--- src/rtl/mem_arbiter.sv ---
// Three-way arbiter (loader > data > fetch) in front of one single-ported memory.
// Each access is registered, held until mem_ready or watchdog abort, then acked for one cycle.
module mem_arbiter #(
    parameter int unsigned ADDR_W  = 32,
    parameter int unsigned TIMEOUT = 16
) (
    input  logic              clk,
    input  logic              rst_n,
    input  logic              f_req,
    input  logic [ADDR_W-1:0] f_addr,
    output logic              f_ack,
    output logic              f_err,
    output logic [31:0]       f_rdata,
    input  logic              d_req,
    input  logic              d_we,
    input  logic [ADDR_W-1:0] d_addr,
    input  logic [31:0]       d_wdata,
    input  logic [3:0]        d_wstrb,
    output logic              d_ack,
    output logic              d_err,
    output logic [31:0]       d_rdata,
    input  logic              l_req,
    input  logic [ADDR_W-1:0] l_addr,
    input  logic [31:0]       l_wdata,
    output logic              l_ack,
    output logic              l_err,
    output logic              mem_valid,
    output logic              mem_we,
    output logic [ADDR_W-1:0] mem_addr,
    output logic [31:0]       mem_wdata,
    output logic [3:0]        mem_wstrb,
    input  logic              mem_ready,
    input  logic [31:0]       mem_rdata
);

    typedef enum logic [1:0] {StIdle, StBusy, StResp} state_e;
    typedef enum logic [1:0] {OwnNone, OwnF, OwnD, OwnL} owner_e;

    localparam logic [7:0] WdLast = 8'(TIMEOUT - 1);

    state_e     state;
    owner_e     owner;
    logic [7:0] watchdog;

    always_ff @(posedge clk or negedge rst_n) begin
        if (!rst_n) begin
            state     <= StIdle;
            owner     <= OwnNone;
            watchdog  <= 8'd0;
            f_ack     <= 1'b0;
            f_err     <= 1'b0;
            f_rdata   <= 32'h0;
            d_ack     <= 1'b0;
            d_err     <= 1'b0;
            d_rdata   <= 32'h0;
            l_ack     <= 1'b0;
            l_err     <= 1'b0;
            mem_valid <= 1'b0;
            mem_we    <= 1'b0;
            mem_addr  <= '0;
            mem_wdata <= 32'h0;
            mem_wstrb <= 4'h0;
        end else begin
            // Acks and errors are single-cycle; rdata holds between acks.
            f_ack <= 1'b0;
            f_err <= 1'b0;
            d_ack <= 1'b0;
            d_err <= 1'b0;
            l_ack <= 1'b0;
            l_err <= 1'b0;

            case (state)
                StIdle: begin
                    watchdog <= 8'd0;
                    if (l_req) begin
                        owner     <= OwnL;
                        state     <= StBusy;
                        mem_valid <= 1'b1;
                        mem_we    <= 1'b1;
                        mem_addr  <= l_addr;
                        mem_wdata <= l_wdata;
                        mem_wstrb <= 4'hF;
                    end else if (d_req) begin
                        owner     <= OwnD;
                        state     <= StBusy;
                        mem_valid <= 1'b1;
                        mem_we    <= d_we;
                        mem_addr  <= d_addr;
                        mem_wdata <= d_wdata;
                        mem_wstrb <= d_we ? d_wstrb : 4'h0;
                    end else if (f_req) begin
                        owner <= OwnF;
                        if (f_addr[1:0] != 2'b00) begin
                            // Misaligned fetch never reaches memory.
                            state   <= StResp;
                            f_ack   <= 1'b1;
                            f_err   <= 1'b1;
                            f_rdata <= 32'h0;
                        end else begin
                            state     <= StBusy;
                            mem_valid <= 1'b1;
                            mem_we    <= 1'b0;
                            mem_addr  <= f_addr;
                            mem_wdata <= 32'h0;
                            mem_wstrb <= 4'h0;
                        end
                    end
                end
                StBusy: begin
                    // A late mem_ready in the final watchdog cycle still completes normally.
                    if (mem_ready || watchdog == WdLast) begin
                        mem_valid <= 1'b0;
                        state     <= StResp;
                        case (owner)
                            OwnF: begin
                                f_ack   <= 1'b1;
                                f_err   <= !mem_ready;
                                f_rdata <= mem_ready ? mem_rdata : 32'h0;
                            end
                            OwnD: begin
                                d_ack   <= 1'b1;
                                d_err   <= !mem_ready;
                                d_rdata <= (mem_ready && !mem_we) ? mem_rdata : 32'h0;
                            end
                            OwnL: begin
                                l_ack <= 1'b1;
                                l_err <= !mem_ready;
                            end
                            default: ;
                        endcase
                    end else begin
                        watchdog <= watchdog + 8'd1;
                    end
                end
                StResp: begin
                    state <= StIdle;
                    owner <= OwnNone;
                end
                default: begin
                    state <= StIdle;
                    owner <= OwnNone;
                end
            endcase
        end
    end

endmodule

--- config.mk ---
export PLATFORM = sky130hd
export DESIGN_NAME = mem_arbiter
export DESIGN_NICKNAME = d
export VERILOG_FILES = /design/src/rtl/mem_arbiter.sv
export SDC_FILE = /design/constraint.sdc
export NUM_CORES = 1
export LEC_CHECK = 0
export CAP_MARGIN = 30
export CORE_MARGIN = 2
export CORE_UTILIZATION = 41
export DETAILED_ROUTE_END_ITERATION = 12
export PLACE_DENSITY = 0.79
export SYNTH_ARGS = -nofsm -noshare
export SYNTH_HDL_FRONTEND = slang
export SYNTH_SLANG_ARGS = --single-unit
--- constraint.sdc ---
create_clock -name clk -period 2.4 [get_ports clk]
set_input_delay 0.72 -clock clk [delete_from_list [all_inputs] [get_ports clk]]
set_output_delay 0.72 -clock clk [all_outputs]
set_load 0.01 [all_outputs]
==> flow_metrics.tcl, run 1 <==
set metrics [dict create \
    status "finished, final reports clean" \
    seqPwrFrac_pct 35.2 \
    postCtsSetupBuffers 0 \
    grt_pass1_wl_um 33690 \
    synth_top_cell_area_share_pct 55.27 \
    synth_area_leader_cell "dfrtp_1" \
    final_nets 1212 \
    holdWs_ns 0.2840 \
    cp_num_buf_inv 1 \
    drive_above_1_share_pct 6.758 \
    port_buffers 342 \
    drt_pass1_iterations 6 \
    cpLargestDelayFamily "buffers and inverters" \
    hold_viol_final 0 \
    std_cell_rows 47 \
    finalClockSkew_ns 0.009773 \
    vias 6251 \
    dp_hpwl_um 16630 \
    holdCritPathClass "in -> async" \
    ys_types 41 \
    antenna_found_initial 2 \
    tightest_slew_ns 0.6017 \
    maxCapViolations 0 \
    synthTopCellsByArea "dfrtp_1 (55%), mux2i_1 (9.3%), nand2_1 (6.0%), o21ai_0 (5.6%), a22o_1 (4.2%)" \
    grt_max_degree 87 \
    cts-htree-levels 4 \
    die_h_um 133.6 \
    initial_core_util_pct 41.79 \
    ctsResizeCount 0 \
    maxSlewHeadroom_pct 59.89 \
    cts.sinks 152 \
    syn_nets 878 \
    dieArea_sq_um 17840 \
    synth_area_sq_um 6882 \
    pwr-share-comb_pct 43.9 \
    slowest_stage "clkdlybuf4s50_1" \
    arrival_ns 1.51 \
    numCtsBuffers 17 \
    cts_hold_buf 0 \
    clk_latency_ns 0.42 \
    die_w_um 133.6 \
    fin_cells 1241 \
    p_int_mw 8.214 \
    setup_viol 0 \
    core_area_sq_um 16470 \
    vias_per_cell 5.037 \
    path_cells "clkdlybuf4s50_1" \
    power_switching_share_pct 34.13 \
    postSynthCellCount 674 \
    initialDrtViolationCount 255 \
    synth_common_cells "dfrtp_1 (152), nand2_1 (110), o21ai_0 (77)" \
    power_mw 12.47 \
    ir_drop_uv 524.2 \
    ctsRootBufferMaster "clkbuf_16" \
    grtUsageTotal_pct 24.42 \
    fin_setup_tns_ns 0 \
    cts_buffer_depth 2 \
    slew_viol_final 0 \
    critPathMaxStageDelay_ns 0.63 \
    first_global_vias 6304 \
    ys_ff_latch 152 \
    path_max_fanout 3 \
    areaGrowthSynthToFinish_pct 62.96 \
    rsz0062_at_grt "false" \
    diodes 0 \
    drc_errors 0 \
    worst_ep_required_time_ns 1.68 \
    avgRoutedWirePerCell_um 17.35 \
    endpoint_kind "output pin" \
    p_leak_nw 4.760 \
    synth-edff-count 0 \
    clkTransAtPathRegs_ns 0.06 \
    max_freq_mhz 447.6 \
    start_kind "flop" \
    ys_warn_count 0 \
    p_per_area_nw_per_um2 1112 \
    routed_wl_um 21530 \
    min_period_over_period_pct 93.10 \
    yosysMostFrequentCell "dfrtp_1" \
    ys_async_sr_fraction_pct 100.0 \
    ys.flop_type "dfrtp_1" \
    grt_remaining_overflow 0 \
    clock_power_share_pct 20.9 \
    yosysSeqAreaShare_pct 55.27 \
    criticalPathCategory "reg -> out" \
    cts_tree "done" \
    ios 343 \
    ant_nets 0 \
    p_switching_mw 4.256 \
    min_period_ns 2.234 \
    avgSynthCellArea_sq_um 10.21 \
    gp_congestion 0.8565 \
    dpl.cell_count 1209 \
]
power by group through the flow:
| stage | sequential (mW) | clock (mW) | combinational, mW |
|---|---|---|---|
| 2_1_floorplan | 4.82 | 0 | 1.76 |
| 3_3_place_gp | 4.37 | 0 | 5.42 |
| 3_5_place_dp | 4.42 | 0 | 5.52 |
| 4_1_cts | 4.39 | 2.67 | 5.54 |
| 5_1_grt | 4.53 | 2.77 | 5.89 |
| 6_report | 4.39 | 2.60 | 5.48 |
worst paths after layout:
kind	from	to	slack [ns]	cells after the start
worst max-delay path	mem_we$_DFFE_PN0P_	mem_we	0.17	1
worst min-delay path	rst_n	d_rdata[8]$_DFFE_PN0P_	0.28	1
worst max register to register	watchdog[0]$_DFFE_PN0P_	watchdog[5]$_DFFE_PN0P_	0.48	5
worst min register to register	mem_wdata[24]$_DFFE_PN0P_	mem_wdata[24]$_DFFE_PN0P_	0.48	2
max in group asynchronous	rst_n	f_rdata[31]$_DFFE_PN0P_	1.49	2
min in group clk	mem_wdata[24]$_DFFE_PN0P_	mem_wdata[24]$_DFFE_PN0P_	0.48	2
metrics by stage:
stage / setup slack [ns] / instance area (sq um) / utilization (%)
after floorplan: 0.4377 / 6882 / -
after global placement: 0.1056 / 10640 / 64.60
after detailed placement: 0.03237 / 10640 / 64.60
after CTS: 0.1278 / 11210 / 68.11
after global routing: 0.1121 / 11210 / 68.11
final: 0.1657 / 11210 / 68.11
state kept, by name (all words and copies together) (netlist names):
name / cells
owner: 2
mem_wdata: 32
state: 2
f_err: 1
l_ack: 1
d_rdata: 32
mem_wstrb: 4
mem_we: 1
f_ack: 1
l_err: 1
watchdog: 8
d_err: 1
d_ack: 1
mem_valid: 1
f_rdata: 32
mem_addr: 32
placed cells by master (no fill, tap or decap), drive strengths merged, types with 2 or more instances in the layout:
cell	instances
a21oi	41
a22o	33
a22oi	32
a31oi	7
and3	2
buf	25
clkbuf	18
clkdlybuf4s50	339
clkinv	3
clkinvlp	3
dfrtp	152
inv	43
mux2i	64
nand2	110
nand3	3
nand4	3
nor2	41
nor3	3
nor3b	2
o21ai	78
or3	2
kinds of logic after synthesis:
kind of cell | count (synthesis) | share of synthesized area (%)
AND/OR/NAND/NOR | 174 | 10.96
AO/OA/AOI/OAI | 198 | 18.20
flip-flops | 152 | 55.27
multiplexers | 64 | 9.309
buffers and inverters | 85 | 6.073
adder cells (fa/ha/maj) | 1 | 0.1818
layout make-up:
type	instances	area (sq um)
tap	220	275.3
timing repair buffer	364	3745
fill	1275	5251
clock inverter	14	138.9
sequential	152	3804
inverter	36	135.1
multi-input combinational	437	2678
clock buffer	18	439.2
metal layers:
layer | up-vias | track usage [%] | part of all wire [%]
met1 | 2936 | 29.83 | 40
met3 | 33 | 6.469 | 7.0
li1 | 3016 | - | -
met4 | 4 | 9.102 | 2.7
met2 | 262 | 41.64 | 50
met5 | - | 0 | 0.12
Power figures use the tool's default switching activity.
==> run 2: changes to the inputs <==
Settings changed: CAP_MARGIN 30 to default, CORE_UTILIZATION 41 to 42, CTS_BUF_LIST from default to sky130_fd_sc_hd__clkbuf_4, PLACE_DENSITY 0.79 to 0.8, SETUP_SLACK_MARGIN from default to 0.3.
==> flow_metrics.tcl, run 2 (synthesized netlist as in run 1, its figures left out) <==
set metrics [dict create \
    cts.sinks 152 \
    cts_hold_buf 0 \
    maxCapViolations 0 \
    drc_errors 0 \
    criticalPathCategory "reg -> out" \
    fill_cells 1323 \
    cts-htree-levels 4 \
    path_max_fanout 3 \
    routed_wl_um 22450 \
    cp_num_buf_inv 1 \
    die_w_um 132 \
    slew_viol_final 0 \
    initial_core_util_pct 43.16 \
    ant_nets 0 \
    vias_per_cell 5.048 \
    min_period_ns 1.996 \
    endpoint_kind "output pin" \
    grt_pass1_wl_um 35420 \
    cpLargestDelayFamily "flip-flops" \
    maxSlewHeadroom_pct 64.64 \
    grtUsageTotal_pct 26.23 \
    setup_viol 0 \
    avgRoutedWirePerCell_um 17.91 \
    final_cell_area_sq_um 10860 \
    first_global_vias 6418 \
    die_h_um 132 \
    min_period_over_period_pct 83.18 \
    seqCellArea_sq_um 3805 \
    final_common_cell "clkdlybuf4s50_1" \
    finalClockSkew_ns 0.03031 \
    drt_pass1_iterations 4 \
    hold_viol_final 0 \
    dieArea_sq_um 17420 \
    slowest_stage "dfrtp_2" \
    fin_util_pct 68.14 \
    vias 6330 \
    start_kind "flop" \
    path_cells "clkdlybuf4s15_1" \
    p_per_area_nw_per_um2 1010 \
    grt_remaining_overflow 0 \
    arrival_ns 1.28 \
    port_buffers 342 \
    p_leak_nw 5.166 \
    grt_max_degree 70 \
    final_cell_mix "clkdlybuf4s50_1 (199), dfrtp_1 (151), dlygate4sd2_1 (139)" \
    dp_hpwl_um 17440 \
    fin_setup_tns_ns 0 \
    cts_tree "done" \
    drive_above_1_share_pct 8.116 \
    core_area_sq_um 15940 \
    gp_congestion 0.8159 \
    multi_input_comb_area_sq_um 2678 \
    rsz0062_at_grt "false" \
    tightest_slew_ns 0.5303 \
    worst_ep_required_time_ns 1.68 \
    holdCritPathClass "in -> async" \
    max_freq_mhz 500.9 \
    initialDrtViolationCount 270 \
    placed_cell_area_sq_um 10640 \
    ios 343 \
    clkTransAtPathRegs_ns 0.13 \
    status "finished, final reports clean" \
    ir_drop_uv 383.8 \
    antenna_found_initial 4 \
    numCtsBuffers 17 \
    clk_latency_ns 0.55 \
    critPathMaxStageDelay_ns 0.47 \
    areaGrowthSynthToFinish_pct 57.87 \
    ctsRootBufferMaster "clkbuf_4" \
    cts_buffer_depth 2 \
    final_nets 1226 \
    std_cell_rows 46 \
]
[run 2: cell types whose count changed in the layout (fill, tap and decap cells not counted)]
cell | previous run | this run
clkdlybuf4s50_1 | 339 | 199
dlygate4sd2_1 | 0 | 139
clkbuf_16 | 17 | 0
clkbuf_4 | 0 | 17
buf_4 | 10 | 26
diode_2 | 0 | 3
buf_12 | 13 | 11
bufinv_16 | 1 | 3
inv_6 | 6 | 4
clkbuf_8 | 1 | 0
clkdlybuf4s15_1 | 0 | 1
clkinv_4 | 2 | 3
dfrtp_1 | 152 | 151
dfrtp_2 | 0 | 1
[run 2: what timing repair did]
action | in CTS | in global routing
buffers inserted | 8 | 1
setup endpoints to repair | 140 | 1
gates resized for setup | 141 | 1
[run 2: final timing paths]
check / startpoint / endpoint / slack [ns] / cells past startpoint
setup / recovery: mem_we$_DFFE_PN0P_ / mem_we / 0.40 / 1
max in group asynchronous: rst_n / f_rdata[22]$_DFFE_PN0P_ / 1.56 / 2
hold / removal: rst_n / d_rdata[31]$_DFFE_PN0P_ / 0.12 / 1
hold reg to reg: mem_wstrb[1]$_DFFE_PN0P_ / mem_wstrb[1]$_DFFE_PN0P_ / 0.49 / 2
min in group clk: mem_wstrb[1]$_DFFE_PN0P_ / mem_wstrb[1]$_DFFE_PN0P_ / 0.49 / 2
setup reg to reg: watchdog[0]$_DFFE_PN0P_ / f_rdata[16]$_DFFE_PN0P_ / 0.54 / 6
[run 2: power breakdown]
group / internal [mW] / switching [mW] / leakage, nW
Clock: 0.744 / 0.984 / 0.162
Combinational: 2.42 / 2.50 / 3.03
Sequential: 3.67 / 0.653 / 1.98
Total: 6.84 / 4.14 / 5.17
[run 2: cell type report]
class,instances,share of cell area [%]
antenna,3,0.06910
tap,216,2.488
inverter,36,1.244
clock inverter,15,1.751
multi-input combinational,437,24.65
clock buffer,17,1.175
sequential,152,35.02
timing repair buffer,378,33.61
[run 2: routing by layer]
metal / vias up / part of all wire, % / GRT usage, %
met3: 39 / 6.7 / 7.036
met5: - / 0 / 0
met1: 2978 / 39 / 30.15
met4: 0 / 3.4 / 12.44
li1: 3042 / - / -
met2: 271 / 51 / 45.49
[run 2: metrics by stage]
| step | instances | setup slack [ns] | power, mW | hold slack (ns) |
|---|---|---|---|---|
| after floorplan | 674 | 0.4377 | 6.577 | 0.4244 |
| after global placement | 1210 | 0.02145 | 9.856 | 0.4599 |
| after detailed placement | 1210 | -0.02523 | 10.02 | 0.4688 |
| after CTS | 1250 | 0.2735 | 11.07 | 0.07787 |
| after global routing | 1254 | 0.3121 | 11.70 | 0.1024 |
| final | 1254 | 0.4038 | 10.98 | 0.1232 |
